--- src/rtl/lock_array_pkg.sv ---
// rtl/lock_array_pkg.sv - shared lock state type and sizing helpers for the lock array
package lock_array_pkg;

  typedef enum logic [2:0] {
    CLOSED  = 3'd0,
    OPENING = 3'd1,
    OPENED  = 3'd2,
    CLOSING = 3'd3,
    FAULT   = 3'd4
  } lock_state_t;

  // Timer must hold the larger of the two reload values plus headroom for the count itself.
  function automatic int timer_width(input int travel, input int dwell);
    int biggest;
    biggest = (travel > dwell) ? travel : dwell;
    return (biggest < 1) ? 1 : $clog2(biggest + 1);
  endfunction

  function automatic int retry_width(input int max_retries);
    return (max_retries < 1) ? 1 : $clog2(max_retries + 1);
  endfunction

endpackage

--- src/rtl/lock_array_channel.sv ---
// rtl/lock_array_channel.sv - one lock FSM with its travel/dwell timer and obstruction retry counter
module lock_channel
  import lock_array_pkg::*;
#(
  parameter int TRAVEL_CYCLES     = 8,
  parameter int AUTO_CLOSE_CYCLES = 64,
  parameter int MAX_RETRIES       = 3
) (
  input  logic        clk,
  input  logic        rst,
  input  logic        open,
  input  logic        close,
  input  logic        obstruct,
  input  logic        clear_fault,
  input  logic        lock_all,
  output lock_state_t state,
  output logic        opened,
  output logic        closed,
  output logic        fault
);

  localparam int TIMER_W = timer_width(TRAVEL_CYCLES, AUTO_CLOSE_CYCLES);
  localparam int RETRY_W = retry_width(MAX_RETRIES);

  localparam logic [TIMER_W-1:0] TRAVEL_LOAD = TIMER_W'(TRAVEL_CYCLES - 1);
  // With auto-close disabled the dwell timer is never consulted, so park it at zero.
  localparam logic [TIMER_W-1:0] DWELL_LOAD =
    (AUTO_CLOSE_CYCLES == 0) ? '0 : TIMER_W'(AUTO_CLOSE_CYCLES - 1);
  localparam logic [RETRY_W-1:0] RETRY_LAST = RETRY_W'(MAX_RETRIES - 1);
  localparam logic               AUTO_EN    = (AUTO_CLOSE_CYCLES != 0);

  lock_state_t        state_q;
  logic [TIMER_W-1:0] timer_q;
  logic [RETRY_W-1:0] retry_q;
  logic               timer_zero;

  assign timer_zero = (timer_q == '0);

  always_ff @(posedge clk) begin
    if (rst) begin
      state_q <= CLOSED;
      timer_q <= '0;
      retry_q <= '0;
    end else begin
      case (state_q)
        CLOSED: begin
          if (open && !lock_all) begin
            state_q <= OPENING;
            timer_q <= TRAVEL_LOAD;
          end
        end

        OPENING: begin
          if (timer_zero) begin
            state_q <= OPENED;
            timer_q <= DWELL_LOAD;
          end else begin
            timer_q <= timer_q - 1'b1;
          end
        end

        OPENED: begin
          if (close || lock_all) begin
            state_q <= CLOSING;
            timer_q <= TRAVEL_LOAD;
          end else if (open) begin
            timer_q <= DWELL_LOAD;
          end else if (AUTO_EN && timer_zero) begin
            state_q <= CLOSING;
            timer_q <= TRAVEL_LOAD;
          end else if (AUTO_EN) begin
            timer_q <= timer_q - 1'b1;
          end
        end

        CLOSING: begin
          // An obstruction on the completing cycle still wins over reaching CLOSED.
          if (obstruct) begin
            if (retry_q == RETRY_LAST) begin
              state_q <= FAULT;
            end else begin
              state_q <= OPENING;
              retry_q <= retry_q + 1'b1;
              timer_q <= TRAVEL_LOAD;
            end
          end else if (timer_zero) begin
            state_q <= CLOSED;
            retry_q <= '0;
          end else begin
            timer_q <= timer_q - 1'b1;
          end
        end

        FAULT: begin
          if (clear_fault) begin
            state_q <= OPENED;
            retry_q <= '0;
            timer_q <= DWELL_LOAD;
          end
        end

        default: begin
          state_q <= CLOSED;
          timer_q <= '0;
          retry_q <= '0;
        end
      endcase
    end
  end

  assign state  = state_q;
  assign opened = (state_q == OPENED);
  assign closed = (state_q == CLOSED);
  assign fault  = (state_q == FAULT);

endmodule

--- src/rtl/lock_array.sv ---
// rtl/lock_array.sv - bank of independent lock channels sharing only the global lock command
module lock_array
  import lock_array_pkg::*;
#(
  parameter int N_LOCKS           = 4,
  parameter int TRAVEL_CYCLES     = 8,
  parameter int AUTO_CLOSE_CYCLES = 64,
  parameter int MAX_RETRIES       = 3
) (
  input  logic                      clk,
  input  logic                      rst,
  input  logic        [N_LOCKS-1:0] open,
  input  logic        [N_LOCKS-1:0] close,
  input  logic        [N_LOCKS-1:0] obstruct,
  input  logic        [N_LOCKS-1:0] clear_fault,
  input  logic                      lock_all,
  output lock_state_t [N_LOCKS-1:0] state,
  output logic        [N_LOCKS-1:0] opened,
  output logic        [N_LOCKS-1:0] closed,
  output logic                      any_fault
);

  logic [N_LOCKS-1:0] fault;

  for (genvar g = 0; g < N_LOCKS; g++) begin : g_ch
    lock_channel #(
      .TRAVEL_CYCLES    (TRAVEL_CYCLES),
      .AUTO_CLOSE_CYCLES(AUTO_CLOSE_CYCLES),
      .MAX_RETRIES      (MAX_RETRIES)
    ) u_ch (
      .clk        (clk),
      .rst        (rst),
      .open       (open[g]),
      .close      (close[g]),
      .obstruct   (obstruct[g]),
      .clear_fault(clear_fault[g]),
      .lock_all   (lock_all),
      .state      (state[g]),
      .opened     (opened[g]),
      .closed     (closed[g]),
      .fault      (fault[g])
    );
  end

  assign any_fault = |fault;

endmodule

--- config.mk ---
export PLATFORM = sky130hd
export DESIGN_NAME = lock_array
export DESIGN_NICKNAME = d
export VERILOG_FILES = /design/src/rtl/lock_array_pkg.sv /design/src/rtl/lock_array_channel.sv /design/src/rtl/lock_array.sv
export SDC_FILE = /design/constraint.sdc
export NUM_CORES = 1
export LEC_CHECK = 0
export ABC_AREA = 1
export ABC_CLOCK_PERIOD_IN_PS = 1900
export BUFFER_PORTS_ARGS = -buffer_cell sky130_fd_sc_hd__buf_4
export CORE_UTILIZATION = 55
export CTS_CLUSTER_DIAMETER = 120
export CTS_CLUSTER_SIZE = 25
export DETAILED_ROUTE_END_ITERATION = 10
export HOLD_SLACK_MARGIN = 0.08
export PLACE_DENSITY = 0.81
export SLEW_MARGIN = 20
export SYNTH_ARGS = -nofsm -noshare
export SYNTH_HDL_FRONTEND = slang
export SYNTH_SLANG_ARGS = --single-unit
--- constraint.sdc ---
create_clock -name clk -period 1.9 [get_ports clk]
set_input_delay 0.19 -clock clk [delete_from_list [all_inputs] [get_ports clk]]
set_output_delay 0.19 -clock clk [all_outputs]
set_load 0.01 [all_outputs]
==> reports/results.tsv <==
metric	value	unit
status	complete, but fails checks	
violations	DRC	
cts_hold_buf	0	
finish.utilization	64.0	%
ys_ff_latch	48	
rows	29	
place_congestion	0.871	
cts_htree_levels	2	
synth_area_per_cell	5.82	sq um
finalCritPeriodShare	90.5	%
syn_nets	667	
relSlewSlack	67.3	%
cts_sinks	48	
cp_cell_sequence	nor2_1, nand2_1, o2111ai_1, buf_4	
grt_start_max_net_pins	36	
cpPeakStageDelay	0.36	ns
finClkSkew	0.00377	ns
hp-class	in -> reg	
syn_to_final_growth	11.1	%
worst_ep_arrival_time	1.53	ns
worst_pin_slew	0.490	ns
power.total	0.00584	W
slew_violations	0	
synthFlopType	dfxtp_1	
drcViolationCount	6	
critPathMaxFanout	6	
routed_wl	8.73	mm
crit_slowest_cell	dfxtp_1	
hold_violations	0	
path_delay_family	simple AND/OR/NAND/NOR gates	
antennaDiodeCount	0	
dr.pass1.iters	8	
clockBufferDepth	2	
synth_compound_area_share	10.7	%
dieWidth	84.0	um
cts_tree	done	
cts_made_buffers	5	
cts_setup_buffers	0	
synth_edf_count	0	
die_h	84.0	um
async_flop_share	0	%
grt_pass1_wl	15.1	mm
synthSimpleGateAreaFrac	44.7	%
grt-ovfl-total	0	
rsz0062_at_grt	no	
setup_viol	0	
synth_fa_ha_area_share	4.06	%
end_kind	output pin	
clockRootBuffer	clkbuf_8	
antenna_left	0	
syn_area	3700	sq um
finalCriticalPeriod	1.72	ns
die_area	7060	sq um
required	1.71	ns
cap_violations	0	
clkLatencyLatePin	0.30	ns
nets	700	
vias	3911	
ios	40	
synth_top_family_by_area	simple AND/OR/NAND/NOR gates	
ir_drop	0.527	mV
tns	0	ns
cp_num_buf_inv	1	
track_usage	25.7	%
criticalPathCategory	reg -> out	
ys_warn_count	0	
synthCells	636	
power_density	1420	nW/um^2
wl_per_cell	11.7	um
drt-initial-drc-count	183	
port_buffers	39	
cp-start-kind	register	
cellLeakagePower	2.14	nW
first_global_vias	3594	
synthMuxAreaShare	0	%
synth_xor_area_share	3.08	%
ys_types	29	
yosysSeqAreaShare	26.0	%
antenna_found_initial	0	
max_freq	582	MHz
post_drt_via_cell_ratio	5.24	
dpl.hpwl	6.71	mm
start_util	57.6	%
path_clk_slew	0.09	ns
core_area	6420	sq um
drive_gt1_share	13.0	%
routing by layer:
metal	wire length, um	share of wire [%]	vias to the layer above	global-route usage (%)
met3	310	3.6	7	3.36
met4	84	0.96	0	8.78
met2	4320	49	73	45.3
met5	0	0	-	0
li1	-	-	2046	-
met1	4010	46	1785	32.0
stage by stage:
step | cell area [sq um] | hold WS [ns] | worst slack (ns) | std cells
floorplan | 3700 | 0.399 | 0.437 | 636
global placement | 4010 | 0.442 | 0.294 | 739
detailed placement | 4010 | 0.448 | 0.178 | 739
CTS | 4100 | 0.222 | 0.168 | 747
global route | 4110 | 0.252 | 0.0303 | 747
finish | 4110 | 0.227 | 0.180 | 747
where the power goes:
part | internal [W] | total (W) | switching [W]
Sequential | 0.00128 | 0.00155 | 0.000265
Clock | 0.000291 | 0.000639 | 0.000348
Combinational | 0.00135 | 0.00365 | 0.00230
path summary, 6_finish.rpt:
path,startpoint,to,slack (ns),cells after the start
max,g_ch[2].u_ch.state[0]$_SDFFE_PP0P_,any_fault,0.18,4
min,open[1],g_ch[1].u_ch.timer_q[6]$_SDFFE_PP0P_,0.23,4
min reg2reg,g_ch[1].u_ch.retry_q[1]$_SDFFE_PP0P_,g_ch[1].u_ch.retry_q[1]$_SDFFE_PP0P_,0.45,2
max reg2reg,g_ch[2].u_ch.timer_q[0]$_SDFFE_PP0P_,g_ch[2].u_ch.retry_q[0]$_SDFFE_PP0P_,0.24,11
cells in the mapped netlist, types with 8 or more instances:
library cell / instances / area share, %
o21ai_0: 20 / 2.7
dfxtp_1: 48 / 26
inv_2: 8 / 0.81
xor2_1: 9 / 2.1
buf_4: 9 / 1.8
inv_1: 79 / 8.0
nand2_1: 216 / 22
a21oi_1: 49 / 6.6
ha_1: 12 / 4.1
nor2_1: 81 / 8.2
nand3_1: 44 / 6.0
nor2_2: 8 / 1.4
what timing repair did:
action | 4_1_cts | 5_1_grt
gates resized for setup | 0 | 3
hold endpoints to repair | 0 | 0
setup endpoints to repair | 0 | 3
logic make-up after synthesis:
family | Yosys count
and+or+nand+nor | 384
AOI/OAI and AO/OA | 77
buffers and inverters | 102
DFF | 48
adders and majority gates | 12
xor gates and xnor gates | 13
worst min-delay path, delay by kind of cell:
| kind | cells | cell delay [ns] |
|---|---|---|
| buffers and inverters | 1 | 0.10 |
| AND/OR/NAND/NOR | 1 | 0.06 |
| AO/OA/AOI/OAI | 2 | 0.13 |
state kept, by name, summed over array words and instances, names as in the netlist:
name               flops
g_ch.u_ch.timer_q     28
g_ch.u_ch.state       12
g_ch.u_ch.retry_q      8
cells in the final DEF, fill, tap and decap left out, types with 9 or more instances in the layout:
cell / instances
a21oi_1: 49
nand3_1: 42
dfxtp_1: 48
buf_4: 41
nand2_1: 216
inv_1: 79
nor2_1: 80
ha_1: 12
nor2_2: 9
o21ai_0: 20
xor2_1: 9
layout make-up:
class | instances | area, sq um
repair buffers | 41 | 308
flip-flops and latches | 48 | 961
well taps | 77 | 96.3
inverters | 87 | 327
clock buffers | 6 | 82.6
multi-input cells | 486 | 2330
clock inverters | 2 | 10.0
fillers | 603 | 2310
No activity file was read; power rests on OpenSTA's default activity.
